<file path="src/rtl/sequencer_scheduler.sv">
// Beat divider, cursor/toggle routing and note select for the step sequencer.
// Optional cursor blink on step LEDs: SEQUENCER_SCHEDULER_CURSOR_BLINK_EN.
module sequencer_scheduler #(
   parameter int BASE_TICKS  = 5000,
   parameter int BLINK_TICKS = 2500
) (
   input  logic        clk,
   input  logic        n_rst,
   input  logic        sequencer_on,
   input  logic        play_pause,
   input  logic        cur_next,
   input  logic        cur_prev,
   input  logic        toggle_in,
   input  logic [1:0]  tempo,
   input  logic [31:0] note_in,
   input  logic [3:0]  piano_note,
   output logic [2:0]  beat,
   output logic        beat_tick,
   output logic [7:0]  toggle_vec,
   output logic [2:0]  cursor,
   output logic [3:0]  note_out,
   output logic [7:0]  step_led
);

   typedef enum logic [1:0] {
      PIANO = 2'd0,
      PAUSE = 2'd1,
      RUN   = 2'd2
   } state_t;

   localparam logic [15:0] BASE = 16'(BASE_TICKS);

   state_t      state;
   state_t      next_state;
   logic [15:0] count;
   logic [15:0] period;
   logic [15:0] last;
   logic        seq_act;
   logic        run_act;
   logic [7:0]  beat_oh;
   logic [7:0]  cur_oh;

   assign period = BASE >> tempo;
   assign last   = period - 16'd1;

   always_ff @(posedge clk or negedge n_rst) begin
      if (!n_rst) state <= PIANO;
      else        state <= next_state;
   end

   // Dropping sequencer_on wins over every other input
   always_comb begin
      next_state = state;
      if (!sequencer_on) begin
         next_state = PIANO;
      end else begin
         unique case (state)
            PIANO:   next_state = PAUSE;
            PAUSE:   if (play_pause) next_state = RUN;
            RUN:     if (play_pause) next_state = PAUSE;
            default: next_state = PIANO;
         endcase
      end
   end

`ifdef SEQUENCER_SCHEDULER_CURSOR_BLINK_EN
   logic [31:0] blink_cnt;
   logic        blink_phase;

   assign blink_phase = (blink_cnt >= 32'(BLINK_TICKS));

   always_ff @(posedge clk or negedge n_rst) begin
      if (!n_rst)
         blink_cnt <= '0;
      else if (state == PIANO)
         blink_cnt <= '0;
      else if (blink_cnt >= 32'(2 * BLINK_TICKS - 1))
         blink_cnt <= '0;
      else
         blink_cnt <= blink_cnt + 32'd1;
   end
`endif

   always_comb begin
      seq_act  = (state != PIANO);
      run_act  = (state == RUN);
      beat_oh  = 8'b1 << beat;
      cur_oh   = 8'b1 << cursor;
      step_led = '0;
      if (seq_act) begin
`ifdef SEQUENCER_SCHEDULER_CURSOR_BLINK_EN
         step_led = beat_oh | (blink_phase ? cur_oh : 8'h00);
`else
         step_led = beat_oh;
`endif
      end
   end

   always_ff @(posedge clk or negedge n_rst) begin
      if (!n_rst) begin
         count     <= '0;
         beat      <= '0;
         beat_tick <= 1'b0;
      end else begin
         beat_tick <= 1'b0;
         if (state == PIANO && sequencer_on) begin
            count <= '0;
            beat  <= '0;
         end else if (run_act) begin
            if (count >= last) begin
               count     <= '0;
               beat      <= beat + 3'd1;
               beat_tick <= 1'b1;
            end else begin
               count <= count + 16'd1;
            end
         end
      end
   end

   always_ff @(posedge clk or negedge n_rst) begin
      if (!n_rst) begin
         cursor     <= '0;
         toggle_vec <= '0;
         note_out   <= '0;
      end else begin
         if (seq_act && cur_next && !cur_prev)
            cursor <= cursor + 3'd1;
         else if (seq_act && cur_prev && !cur_next)
            cursor <= cursor - 3'd1;
         toggle_vec <= (seq_act && toggle_in) ? cur_oh : 8'h00;
         note_out   <= seq_act ? note_in[4*beat +: 4] : piano_note;
      end
   end

   logic unused_ok;
   assign unused_ok = ^cur_oh;

endmodule
</file>
<file path="config.mk">
export PLATFORM = sky130hd
export DESIGN_NAME = sequencer_scheduler
export DESIGN_NICKNAME = d
export VERILOG_FILES = /design/src/rtl/sequencer_scheduler.sv
export SDC_FILE = /design/constraint.sdc
export NUM_CORES = 1
export LEC_CHECK = 0
export BUFFER_PORTS_ARGS = -buffer_cell sky130_fd_sc_hd__clkbuf_2
export CAP_MARGIN = 20
export CORE_ASPECT_RATIO = 0.6
export CORE_MARGIN = 2
export CORE_UTILIZATION = 40
export CTS_CLUSTER_DIAMETER = 150
export DETAILED_ROUTE_END_ITERATION = 8
export MAX_ROUTING_LAYER = met4
export PLACE_DENSITY = 0.7
export SLEW_MARGIN = 0
export SYNTH_ARGS = -nofsm -noshare
export SYNTH_HDL_FRONTEND = slang
export SYNTH_SLANG_ARGS = --single-unit
</file>
<file path="constraint.sdc">
create_clock -name clk -period 3 [get_ports clk]
set_input_delay 0.9 -clock clk [delete_from_list [all_inputs] [get_ports clk]]
set_output_delay 0.9 -clock clk [all_outputs]
set_load 0.05 [all_outputs]
</file>
==> metrics.txt <==
number of buffers on the longest clock path 2; Sinks on Clock Net 37; part of the total power dissipated in sequential elements 44.3%; number of endpoints with negative hold slack in the final report 0; run status completed; count of flip-flops with a built-in enable after synthesis 0; summed instance area of the synthesized netlist approximately 2500 µm²; power spent charging and discharging nets 507 µW; final setup violation count 0; critical path required time ~3200 ps; cells resized by post-CTS repair 0; Clock Power Share between 20% and 30%; CP Data Arrival Time 3000 ps; Global Route Usage Sum 17.5%; Worst Setup SP tempo[0]; vias in the first global route 1892; initial DRC count 98; cell-internal power approximately 840 µW; hold buffer count at cts 0; worst setup path category primary input to flip-flop; Static Leakage approximately 1.5 nW; number of cell rows 22; crit path capture beat[1]$_DFFE_PN0P_; worst setup timing slack at the placement stage -101 ps; post-route setup slack roughly 180 ps; most used flip-flop cell after synthesis sky130_fd_sc_hd__dfrtp_1; total nets after synthesis approximately 310; worst clock skew on the final layout about 10 ps; overall overflow remaining after global route 0; initial antenna violation count 0; worst reg2reg setup slack approximately 810 ps; fraction of synthesis flops using an asynchronous set or reset pin 100%; crit-path max FO 4; final std cell area, no fill 3070 µm²; mean cell area of the mapped netlist approximately 10 µm²; Min Clock Period, post-route ~2800 ps; Peak Freq approximately 0.35 GHz; Worst Setup End Kind flip-flop; switching power as a share of total power 37.7%; starting utilization of the core area between 40% and 50%; Area Growth Syn to Fin 24.7%; count of mapped cells out of synthesis approximately 240; library cells used by synthesis 47; Std-Cell Core Area ~6000 µm²; post-CTS setup-driven buffer insertion count 0; combinational share of power roughly 29%; last weighted congestion value of the routability-driven placer roughly 0.79; DIE HEIGHT roughly 65 µm; total half-perimeter wirelength after legalization and detailed placement about 4.3 mm; largest net degree at the start of global routing 38; synthesized flop and latch total 37; cell types with the highest counts after synthesis 37 x sky130_fd_sc_hd__dfrtp_1, 30 x sky130_fd_sc_hd__nor2_1, 26 x sky130_fd_sc_hd__ha_1; total negative setup slack 0 ps; Port Buf Inserts 71; Reg-to-Reg Start count[9]$_DFFE_PN0P_; transition time of the tightest slew-check pin roughly 950 ps; Seq/Total Area, Yosys 37.6%; leading area contributor after synthesis sky130_fd_sc_hd__dfrtp_1; max-cap viol count 0; RSZ-0062 raised after global routing false; final antenna-violating net count 0; Tot Pwr approximately 1.3 mW; Pins Over Slew Limit 0; worst min-delay path category flip-flop to flip-flop; layout cells sized above 1 around a third; cell area power density between 400 and 500 nW/µm²; floorplan die area ~6800 µm²; count of pins on the block boundary 72; global-route wire length before repair 9.02 mm; final routed DRC violation total 0; average via count per standard cell 5.06; dominant cells by area after synthesis sky130_fd_sc_hd__dfrtp_1 38%, sky130_fd_sc_hd__ha_1 13%, sky130_fd_sc_hd__mux4_2 7.3%, sky130_fd_sc_hd__nor2_1 4.6%, sky130_fd_sc_hd__xnor2_1 3.9%; Routed WL per cell around 13 µm; H-tree depth reported by CTS 2; TritonCTS Buffers 5; reg2reg end beat[1]$_DFFE_PN0P_; 1st-pass router iterations 5; total number of vias between 2000 and 2500; CTS tree yes; final antenna diode count 0; clock transition at the registers of the reported paths 80 ps; clock tree root buffer cell sky130_fd_sc_hd__clkbuf_8; Synth top area share a little under two fifths; element type at the critical path start primary input; number of synthesis warnings 0; area post-placement 2980 µm²; nets@finish 390; headroom to the max-slew limit between 30% and 40%; Max rail drop VDD around 0.44 mV; Die X 105 µm; Tcrit/Tclk final between 90% and 100%; Detailed Route WL about 5.4 mm; clock latency on the worst-skew pair around 300 ps; most used standard cell by instance count after synthesis sky130_fd_sc_hd__dfrtp_1; number of cells on the worst reg-to-reg path 7
==> placed cells by master (no fill, tap or decap), types with 7 or more instances in the layout <==
| master | n |
|---|---|
| sky130_fd_sc_hd__clkbuf_2 | 71 |
| sky130_fd_sc_hd__o21ai_0 | 9 |
| sky130_fd_sc_hd__nor2_1 | 30 |
| sky130_fd_sc_hd__ha_1 | 26 |
| sky130_fd_sc_hd__mux4_2 | 8 |
| sky130_fd_sc_hd__xnor2_1 | 11 |
| sky130_fd_sc_hd__buf_4 | 10 |
| sky130_fd_sc_hd__nand2_1 | 13 |
| sky130_fd_sc_hd__inv_1 | 14 |
| sky130_fd_sc_hd__dfrtp_1 | 37 |
| sky130_fd_sc_hd__and3_1 | 7 |
==> registers in the layout, summed over array words and instances, names as in the netlist <==
name and count:
count 16, toggle_vec 8, note_out 4, beat 3
cursor 3, state 2, beat_tick 1
==> power by group through the flow <==
stage | sequential, mW | clock, mW | combinational [mW]
floorplan | 0.726 | 0 | 0.136
global placement | 0.605 | 0 | 0.387
detailed placement | 0.605 | 0 | 0.395
CTS | 0.597 | 0.370 | 0.395
global route | 0.604 | 0.386 | 0.426
finish | 0.597 | 0.358 | 0.391
==> critical path, cell delays in order <==
cell,delay (ps)
sky130_fd_sc_hd__clkbuf_2,100
sky130_fd_sc_hd__inv_1,60
sky130_fd_sc_hd__ha_1,320
sky130_fd_sc_hd__ha_1,290
sky130_fd_sc_hd__a211oi_1,250
sky130_fd_sc_hd__o21ai_0,190
sky130_fd_sc_hd__a2111oi_4,370
sky130_fd_sc_hd__buf_4,190
sky130_fd_sc_hd__a21oi_1,60
sky130_fd_sc_hd__a311o_1,260
==> cell families after synthesis <==
| family | after synthesis | share of synthesized area [%] |
|---|---|---|
| AND/OR/NAND/NOR | 90 | 18.9 |
| flip-flops | 37 | 37.6 |
| adder cells (fa/ha/maj) | 27 | 14.0 |
| AO/OA/AOI/OAI | 27 | 9.35 |
| buffers and inverters | 22 | 3.76 |
| XOR/XNOR | 17 | 6.04 |
| multiplexers | 15 | 10.2 |
| other | 1 | 0.152 |
==> layer usage <==
layer	global-route usage (%)	share of wire (%)
met5	-	0
met3	5.03	7.0
met4	4.50	1.1
met2	24.8	41
met1	24.5	51
==> worst min path at each step <==
stage                                startpoint  depth (start not counted)                    end
after floorplan            count[1]$_DFFE_PN0P_                          1   count[1]$_DFFE_PN0P_
after detailed placement  cursor[2]$_DFFE_PN0P_                          1  cursor[2]$_DFFE_PN0P_
after global placement    cursor[2]$_DFFE_PN0P_                          1  cursor[2]$_DFFE_PN0P_
after global routing      cursor[2]$_DFFE_PN0P_                          1  cursor[2]$_DFFE_PN0P_
final                     cursor[2]$_DFFE_PN0P_                          1  cursor[2]$_DFFE_PN0P_
after CTS                 cursor[2]$_DFFE_PN0P_                          1  cursor[2]$_DFFE_PN0P_
==> metrics by stage <==
step	instances	utilization, %	hold WS, ps
5_1_grt	403	51.0	558
4_1_cts	403	51.0	551
3_3_place_gp	395	49.5	510
3_5_place_dp	395	49.5	532
6_report	403	51.0	545
2_1_floorplan	236	-	516
==> final cells by class <==
class,instances,area (µm²)
multi-input combinational,177,1450
clock inverter,3,21.3
inverter,15,56.3
sequential,37,926
fill,558,2960
tap,84,105
timing repair buffer,82,450
clock buffer,5,68.8
Note: power is estimated with default switching activity, not from simulation.
